**config.mk**
```make
export PLATFORM = sky130hd
export DESIGN_NAME = int_bus_arbiter
export DESIGN_NICKNAME = d
export VERILOG_FILES = /design/src/rtl/int_bus_pkg.sv /design/src/rtl/int_bus_arbiter_hold_watchdog.sv /design/src/rtl/int_bus_arbiter.sv
export SDC_FILE = /design/constraint.sdc
export NUM_CORES = 1
export LEC_CHECK = 0
export ABC_CLOCK_PERIOD_IN_PS = 2350
export CAP_MARGIN = 20
export CORE_MARGIN = 2
export CORE_UTILIZATION = 34
export DETAILED_ROUTE_END_ITERATION = 10
export PLACE_DENSITY = 0.83
export SYNTH_ARGS = -nofsm -noshare
export SYNTH_HDL_FRONTEND = slang
export SYNTH_HIERARCHICAL = 1
export SYNTH_SLANG_ARGS = --single-unit
```
**constraint.sdc**
```tcl
create_clock -name clock -period 2.35 [get_ports clock]
set_clock_uncertainty 0.1 [all_clocks]
set_input_delay 0.47 -clock clock [delete_from_list [all_inputs] [get_ports clock]]
set_output_delay 0.47 -clock clock [all_outputs]
set_load 0.02 [all_outputs]
```
**src/rtl/int_bus_pkg.sv**
```systemverilog
// Shared definitions for the two-master register-file bus arbiter.
// State encoding, one-hot owner codes and default bus widths.
package int_bus_pkg;

    localparam int AW_DEF = 16;
    localparam int DW_DEF = 8;

    typedef enum logic [1:0] {
        ST_IDLE = 2'd0,
        ST_OWN0 = 2'd1,
        ST_OWN1 = 2'd2
    } arb_state_t;

    localparam logic [1:0] OWNER_NONE = 2'b00;
    localparam logic [1:0] OWNER_M0   = 2'b01;
    localparam logic [1:0] OWNER_M1   = 2'b10;

    function automatic logic [1:0] owner_of(input arb_state_t st);
        case (st)
            ST_OWN0: owner_of = OWNER_M0;
            ST_OWN1: owner_of = OWNER_M1;
            default: owner_of = OWNER_NONE;
        endcase
    endfunction

endpackage

```
**src/rtl/int_bus_arbiter_hold_watchdog.sv**
```systemverilog
// Purpose: saturating count of cycles the owner holds the bus while the other master waits.
// Latency: count and sticky hold_timeout update on the edge where enable is sampled.
// Backpressure: none; purely diagnostic, never affects the grant.
module hold_watchdog #(
    parameter int HOLD_LIMIT = 1024
) (
    input  logic clock,
    input  logic reset,
    input  logic enable,
    input  logic clear,
    output logic hold_timeout
);

    localparam int CW = $clog2(HOLD_LIMIT + 1);
    localparam logic [CW-1:0] LIMIT = CW'(HOLD_LIMIT);

    logic [CW-1:0] count;
    logic          at_limit;

    assign at_limit = (count == LIMIT);

    always_ff @(posedge clock) begin
        if (reset) begin
            count        <= '0;
            hold_timeout <= 1'b0;
        end else if (clear) begin
            count <= '0;
        end else if (enable && !at_limit) begin
            count <= count + 1'b1;
            // Flag rises together with the count reaching the limit.
            if (count == LIMIT - 1'b1) begin
                hold_timeout <= 1'b1;
            end
        end
    end

endmodule

```
**src/rtl/int_bus_arbiter.sv**
```systemverilog
// Purpose: round-robin arbiter sharing the register-file bus between two masters.
// Latency: grant one cycle after req is sampled in IDLE; bus mux is combinational.
// Backpressure: a master waits on gnt; owner keeps the bus while its req stays high.
module int_bus_arbiter
    import int_bus_pkg::*;
#(
    parameter int AW         = AW_DEF,
    parameter int DW         = DW_DEF,
    parameter int HOLD_LIMIT = 1024
) (
    input  logic          clock,
    input  logic          reset,
    input  logic          m0_req,
    input  logic          m1_req,
    output logic          m0_gnt,
    output logic          m1_gnt,
    input  logic [AW-1:0] m0_address,
    input  logic [AW-1:0] m1_address,
    input  logic [DW-1:0] m0_wr_data,
    input  logic [DW-1:0] m1_wr_data,
    input  logic          m0_write,
    input  logic          m1_write,
    input  logic          m0_read,
    input  logic          m1_read,
    output logic [DW-1:0] m0_rd_data,
    output logic [DW-1:0] m1_rd_data,
    output logic [AW-1:0] bus_address,
    output logic [DW-1:0] bus_wr_data,
    output logic          bus_write,
    output logic          bus_read,
    input  logic [DW-1:0] bus_rd_data,
    output logic [1:0]    owner,
    output logic          hold_timeout,
    output logic          proto_err
);

    typedef struct packed {
        logic [AW-1:0] address;
        logic [DW-1:0] wr_data;
        logic          write;
        logic          read;
    } bus_cmd_t;

    arb_state_t state, state_nxt;
    logic       last_m1, last_m1_nxt;
    bus_cmd_t   m0_cmd, m1_cmd, bus_cmd;
    logic       wd_enable, wd_clear;

    assign m0_cmd = '{address: m0_address, wr_data: m0_wr_data, write: m0_write, read: m0_read};
    assign m1_cmd = '{address: m1_address, wr_data: m1_wr_data, write: m1_write, read: m1_read};

    always_ff @(posedge clock) begin
        if (reset) begin
            state   <= ST_IDLE;
            last_m1 <= 1'b1;
        end else begin
            state   <= state_nxt;
            last_m1 <= last_m1_nxt;
        end
    end

    // No direct OWN0<->OWN1 path: every handover passes through one IDLE cycle.
    always_comb begin
        state_nxt   = state;
        last_m1_nxt = last_m1;
        case (state)
            ST_IDLE: begin
                if (m0_req && (!m1_req || last_m1)) begin
                    state_nxt   = ST_OWN0;
                    last_m1_nxt = 1'b0;
                end else if (m1_req) begin
                    state_nxt   = ST_OWN1;
                    last_m1_nxt = 1'b1;
                end
            end
            ST_OWN0: if (!m0_req) state_nxt = ST_IDLE;
            ST_OWN1: if (!m1_req) state_nxt = ST_IDLE;
            default: state_nxt = ST_IDLE;
        endcase
    end

    always_comb begin
        m0_gnt  = 1'b0;
        m1_gnt  = 1'b0;
        bus_cmd = '0;
        case (state)
            ST_OWN0: begin
                m0_gnt  = 1'b1;
                bus_cmd = m0_cmd;
            end
            ST_OWN1: begin
                m1_gnt  = 1'b1;
                bus_cmd = m1_cmd;
            end
            default: ;
        endcase
        owner = owner_of(state);
    end

    assign bus_address = bus_cmd.address;
    assign bus_wr_data = bus_cmd.wr_data;
    assign bus_write   = bus_cmd.write;
    assign bus_read    = bus_cmd.read;

    assign m0_rd_data = bus_rd_data;
    assign m1_rd_data = bus_rd_data;

    always_ff @(posedge clock) begin
        if (reset) begin
            proto_err <= 1'b0;
        end else if (((m0_write || m0_read) && !m0_gnt) ||
                     ((m1_write || m1_read) && !m1_gnt)) begin
            proto_err <= 1'b1;
        end
    end

    assign wd_enable = ((state == ST_OWN0) && m1_req) || ((state == ST_OWN1) && m0_req);
    assign wd_clear  = (state == ST_IDLE);

    hold_watchdog #(
        .HOLD_LIMIT(HOLD_LIMIT)
    ) u_hold_watchdog (
        .clock       (clock),
        .reset       (reset),
        .enable      (wd_enable),
        .clear       (wd_clear),
        .hold_timeout(hold_timeout)
    );

endmodule

```
After elaboration in Yosys (flattened, before gate mapping)

Index checks and enable logic that the tools add are counted.

Logic and storage cells: 46
Flip-flop bits (word level): 16
Output and inout port bits: 48

Multiplexer cells: 11
$add $sub $neg: 1
Bitwise operators: 1
Equality and inequality tests: 7
Reductions and logical operators: 21

Operator list:

| kind                    | count |
|---|---|
| $pmux W26 S2            | 1 |
| $add A11 B1 Y11 const B | 1 |
| $eq A11 B10 Y1 const B  | 1 |
| $eq A11 B11 Y1 const B  | 1 |
| $mux W2                 | 4 |
| $logic_and A1 B1 Y1     | 6 |
| $pmux W2 S3             | 1 |
| $reduce_and A3 Y1       | 2 |
| $logic_or A1 B1 Y1      | 5 |
| $logic_not A1 Y1        | 4 |
| $mux W1                 | 4 |
| $ne A2 B2 Y1 const B    | 2 |
| $pmux W2 S2             | 1 |
| $ne A3 B3 Y1 const B    | 1 |
| $eq A2 B1 Y1 const B    | 1 |
| $eq A2 B2 Y1 const B    | 1 |
| $logic_not A2 Y1        | 1 |
| $reduce_and A2 Y1       | 1 |
| $reduce_bool A2 Y1      | 1 |
| $reduce_or A2 Y1        | 1 |
| $not A1 Y1              | 1 |

Longest topological paths before layout

Gate-level depths: netlist of run 1.

Word-level depth: 5
Mapped depth: 8
Depth with buffers taken out: 6

Cells and area by module

The synthesis of run 1 kept the hierarchy.

Modules (own cells, without submodules):

| module          | cells an instance | instances | area each (um2) | sequential area each (um2) |
|---|---|---|---|---|
| int_bus_arbiter | 106               | 1         | 803.3           | 80.1 |
| hold_watchdog   | 78                | 1         | 656.9           | 240.2 |

Least setup slack after synthesis of run 1

No wires, ideal clock.

Path type: register -> register
Start point: register state[1]
End point: register u_hold_watchdog.count[9]
Buffers on the path: 1
Arrival time: 1980 ps
Stages on the path, launching flop included: 8
Path slack: 200 ps
Period minus slack after synthesis: 2150 ps
Setup time: 70 ps
Path through: dfxtp_1 > inv_1 > ha_1 > buf_2 > a22o_1 > nand4_1 > or4_1 > a21oi_1

Longest elaborated chain between the ends: 4
Elaborated cells on any way between the ends: 8
Those cells by class: eq/ne (2); reduce/logical (6)

RTL lines:

| element                                             | line                                | text |
|---|---|---|
| from (decl)                                         | int_bus_arbiter.sv:44               | `arb_state_t state, state_nxt;` |
| from (signal assigned)                              | int_bus_arbiter.sv:57               | `state <= state_nxt;` |
| $eq A2 B1 Y1 / $eq A2 B2 Y1 (equally long branches) | int_bus_arbiter.sv:117              | `assign wd_enable = ((state == ST_OWN0) && m1_req) \|\| ((state == ST_OWN1) && m0_req);` |
| $logic_and A1 B1 Y1                                 | int_bus_arbiter.sv:117              |  |
| $logic_or A1 B1 Y1 *                                | int_bus_arbiter.sv:117              |  |
| via wd_enable                                       | int_bus_arbiter.sv:47               | `logic wd_enable, wd_clear;` |
| $logic_and A1 B1 Y1 *                               | int_bus_arbiter_hold_watchdog.sv:28 | `end else if (enable && !at_limit) begin` |
| to (signal assigned)                                | int_bus_arbiter_hold_watchdog.sv:29 | `count <= count + 1'b1;` |
| to (decl)                                           | int_bus_arbiter_hold_watchdog.sv:17 | `logic [CW-1:0] count;` |

The timed path passes the listed nets; every way through them passes the cells marked *.
A chain may end at the register's enable or synchronous reset.

Worst setup path in the final report of run 1

Start point: register state[1]
End point: output port bus_address[2]

Longest elaborated chain between the ends: 2
Elaborated cells on any way between the ends: 3
Those cells by class: eq/ne (2); mux (1)

RTL lines:

| element                                             | line                  | text |
|---|---|---|
| $eq A2 B2 Y1 / $eq A2 B1 Y1 (equally long branches) | int_bus_arbiter.sv:86 | `case (state)` |
| $pmux W26 S2 *                                      | int_bus_arbiter.sv:86 |  |
| to (decl)                                           | int_bus_arbiter.sv:27 | `output logic [AW-1:0] bus_address,` |

Every way passes the cells marked *; elsewhere a longest branch is shown, timed or not.

==> flow_metrics.tcl, run 1 <==
set metrics [dict create \
    syn_nets 255 \
    synthCells 184 \
    grt_pass1_wl_um 7817 \
    antenna_cells 0 \
    fin_nets 332 \
    dp_hpwl_um 3745 \
    clkLatencyLatePin_ns 0.25 \
    final_common_cell "clkdlybuf4s50_1" \
    grt_usage_pct 19.46 \
    rows 23 \
    dieHeight_um 69.53 \
    cpPeakStageDelay_ns 0.37 \
    die_area_um2 4834 \
    ant_nets 0 \
    cts_buffers 3 \
    rsz0062_at_grt "no" \
    cp_cell_sequence "inv_1 > ha_1 > buf_4 > nor2b_1 > dlygate4sd2_1" \
    avgRoutedWirePerCell_um 15.38 \
    powerDensity_nw_per_um2 419.6 \
    gp_congestion 0.8183 \
    wl_um 4767 \
    critical-path-top-delay-family "buffers and inverters" \
    arrival_ns 1.70 \
    dieWidth_um 69.53 \
    synth_area_um2 1460 \
    cts.sinks 16 \
    grt_pass1_vias 1540 \
    final_cells 310 \
    yosysSeqAreaShare_pct 21.94 \
    synth_area_per_cell_um2 7.936 \
    vias 1647 \
    layout_common_cells "clkdlybuf4s50_1, a22oi_1, nor2b_1" \
    fin_crit_ns 2.270 \
    drive_above_1_share_pct 11.92 \
    cp-end-kind "output port" \
    tns_ns 0 \
    finalMaxSlewViolations 0 \
    postCtsSetupRepairBufs 0 \
    initial_core_util_pct 35.99 \
    finalSetupViolations 0 \
    core_um2 4058 \
    finalHoldViolCount 0 \
    clock_path_buffers 2 \
    viasPerCell 5.313 \
    place_ws_ns -0.03894 \
    clkSlewWorstSetupHoldPaths_ns 0.07 \
    path_class "flop to output port" \
    cap_violations 0 \
    dr.pass1.iters 4 \
    fin_area_um2 2360 \
    num_io_pins 112 \
    critical_path.max_fanout 9 \
    cp_slowest_cell "dlygate4sd2_1" \
    grt_max_degree 31 \
    worst_pin_slew_ns 0.4168 \
    drc 0 \
    post-route-period-util_pct 96.61 \
    crit_buf_inv 3 \
    areaGrowthSynthToFinish_pct 61.61 \
    worst_slack_ns 0.07957 \
    htreeDepth 1 \
    clock.fmax_mhz 440.4 \
    overflow 0 \
    synth_cell_types 37 \
    clock-root-buffer "clkbuf_8" \
    worst_setup_path_start_kind "flop" \
    vdd_ir_drop_max_mv 0.2556 \
    min_path_type "flop to flop" \
    place_area_um2 2344 \
    outcome "finished clean" \
    synth.ff_latch_count 16 \
    p_leak_uw 0.0008775 \
    antenna_found_initial 0 \
    cts_tree "done" \
    dp_cells 306 \
    crit_required_ns 1.78 \
    yosys_warnings 6 \
    relSlewSlack_pct 72.21 \
    io_buffers 87 \
    final_util_pct 58.16 \
    drt_iter0_drc 69 \
    holdBufCountCts 0 \
]
==> cells by family after synthesis <==
logic type / synth area share, %
fa+ha+maj: 5.998
simple gates: 28.28
flops: 21.94
xor+xnor: 1.200
compound gates: 26.39
buf+inv: 15.51
mux: 0.6855
==> routing by layer <==
metal | wire length [µm] | part of all wire, % | up-vias | global-route usage [%]
met5 | 0 | 0 | - | 0
met4 | 93 | 2.0 | 0 | 5.882
met3 | 273 | 5.7 | 11 | 4.070
met2 | 2425 | 51 | 64 | 34.51
met1 | 1975 | 41 | 759 | 23.39
li1 | - | - | 813 | -
==> tightest hold or removal path: stages, from the launching register on <==
cell and delay, ns:
dfxtp_1 0.31, inv_1 0.05, o22ai_1 0.07
==> report_power, final <==
group	leakage, µW	switching (µW)	internal (µW)
Clock	0.0000288	100	149
Sequential	0.000130	7.21	280
Combinational	0.000719	205	249
Total	0.000877	312	678
==> sequential cells by signal, indices dropped and copies added (netlist names) <==
signal,cells
u_hold_watchdog/count,11
state,2
proto_err,1
u_hold_watchdog/hold_timeout,1
last_m1,1
==> repair_timing <==
| action | CTS | global route |
|---|---|---|
| endpoints found under the setup margin | 26 | 28 |
| gates resized for setup | 27 | 18 |
| gates cloned | 0 | 0 |
==> cells in the mapped netlist, drive strengths merged <==
cell type / n / area, µm²
and3: 1 / 6.260
a21oi: 8 / 43.79
dfxtp: 16 / 320.3
o21a: 2 / 15.01
o21ai: 7 / 35.03
inv: 9 / 33.78
o2bb2ai: 2 / 17.52
or3: 5 / 31.28
ha: 7 / 87.58
nand2: 3 / 11.26
o31ai: 1 / 7.510
or4: 5 / 41.29
or4b: 1 / 10.01
or3b: 3 / 26.28
o2111ai: 2 / 17.52
nand3: 6 / 30.03
a22o: 1 / 8.760
buf: 23 / 170.2
or2: 1 / 6.260
nor4b: 4 / 35.03
o211ai: 1 / 7.510
xor2: 2 / 17.52
nor2: 5 / 18.77
or2b: 1 / 8.760
clkbuf: 6 / 22.52
a211o: 1 / 8.760
a22oi: 27 / 202.7
nand4: 4 / 25.02
a41oi: 1 / 8.760
o22ai: 2 / 12.51
nor2b: 26 / 162.7
mux2i: 1 / 10.01
==> metrics by stage <==
step / power, µW / hold WS (ns)
finish: 990.3 / 0.3804
global route: 1041 / 0.4118
CTS: 992.2 / 0.3850
detailed placement: 760.8 / 0.3570
global placement: 756.8 / 0.3609
floorplan: 565.5 / 0.3421
==> cell type report <==
type,instances,area [µm²]
Fill cell,370,1698
Multi-Input combinational cell,130,915.9
Timing Repair Buffer,101,970.9
Clock buffer,4,55.05
Tap cell,50,62.56
Inverter,9,33.78
Sequential cell,16,321.6
==> final timing paths <==
check / start / to / slack, ns / cells after the start
worst max-delay path: state[1]$_SDFFE_PP0P_ / bus_address[2] / 0.08 / 5
worst min-delay path: u_hold_watchdog/hold_timeout$_SDFFE_PP0P_ / u_hold_watchdog/hold_timeout$_SDFFE_PP0P_ / 0.38 / 2
worst max register to register: state[1]$_SDFFE_PP0P_ / u_hold_watchdog/count[10]$_SDFFE_PP0P_ / 0.25 / 7
worst min register to register: u_hold_watchdog/hold_timeout$_SDFFE_PP0P_ / u_hold_watchdog/hold_timeout$_SDFFE_PP0P_ / 0.38 / 2
Note: power is estimated with default switching activity, not from simulation.
==> run 2: changes to the inputs <==
--- a/config.mk
+++ b/config.mk
@@ -6,7 +6,6 @@
 export NUM_CORES = 1
 export LEC_CHECK = 0
 export ABC_CLOCK_PERIOD_IN_PS = 2350
-export CAP_MARGIN = 20
 export CORE_MARGIN = 2
 export CORE_UTILIZATION = 34
 export DETAILED_ROUTE_END_ITERATION = 10
==> results of run 2 <==
The final DEF is identical to that of run 1; final timing and power are the same.
==> run 3: changes to the inputs <==
--- a/config.mk
+++ b/config.mk
@@ -10,6 +10,7 @@
 export CORE_UTILIZATION = 34
 export DETAILED_ROUTE_END_ITERATION = 10
 export PLACE_DENSITY = 0.83
+export SLEW_MARGIN = 25
 export SYNTH_ARGS = -nofsm -noshare
 export SYNTH_HDL_FRONTEND = slang
 export SYNTH_HIERARCHICAL = 1
==> results of run 3 <==
The final DEF is identical to that of run 1; final timing and power are the same.
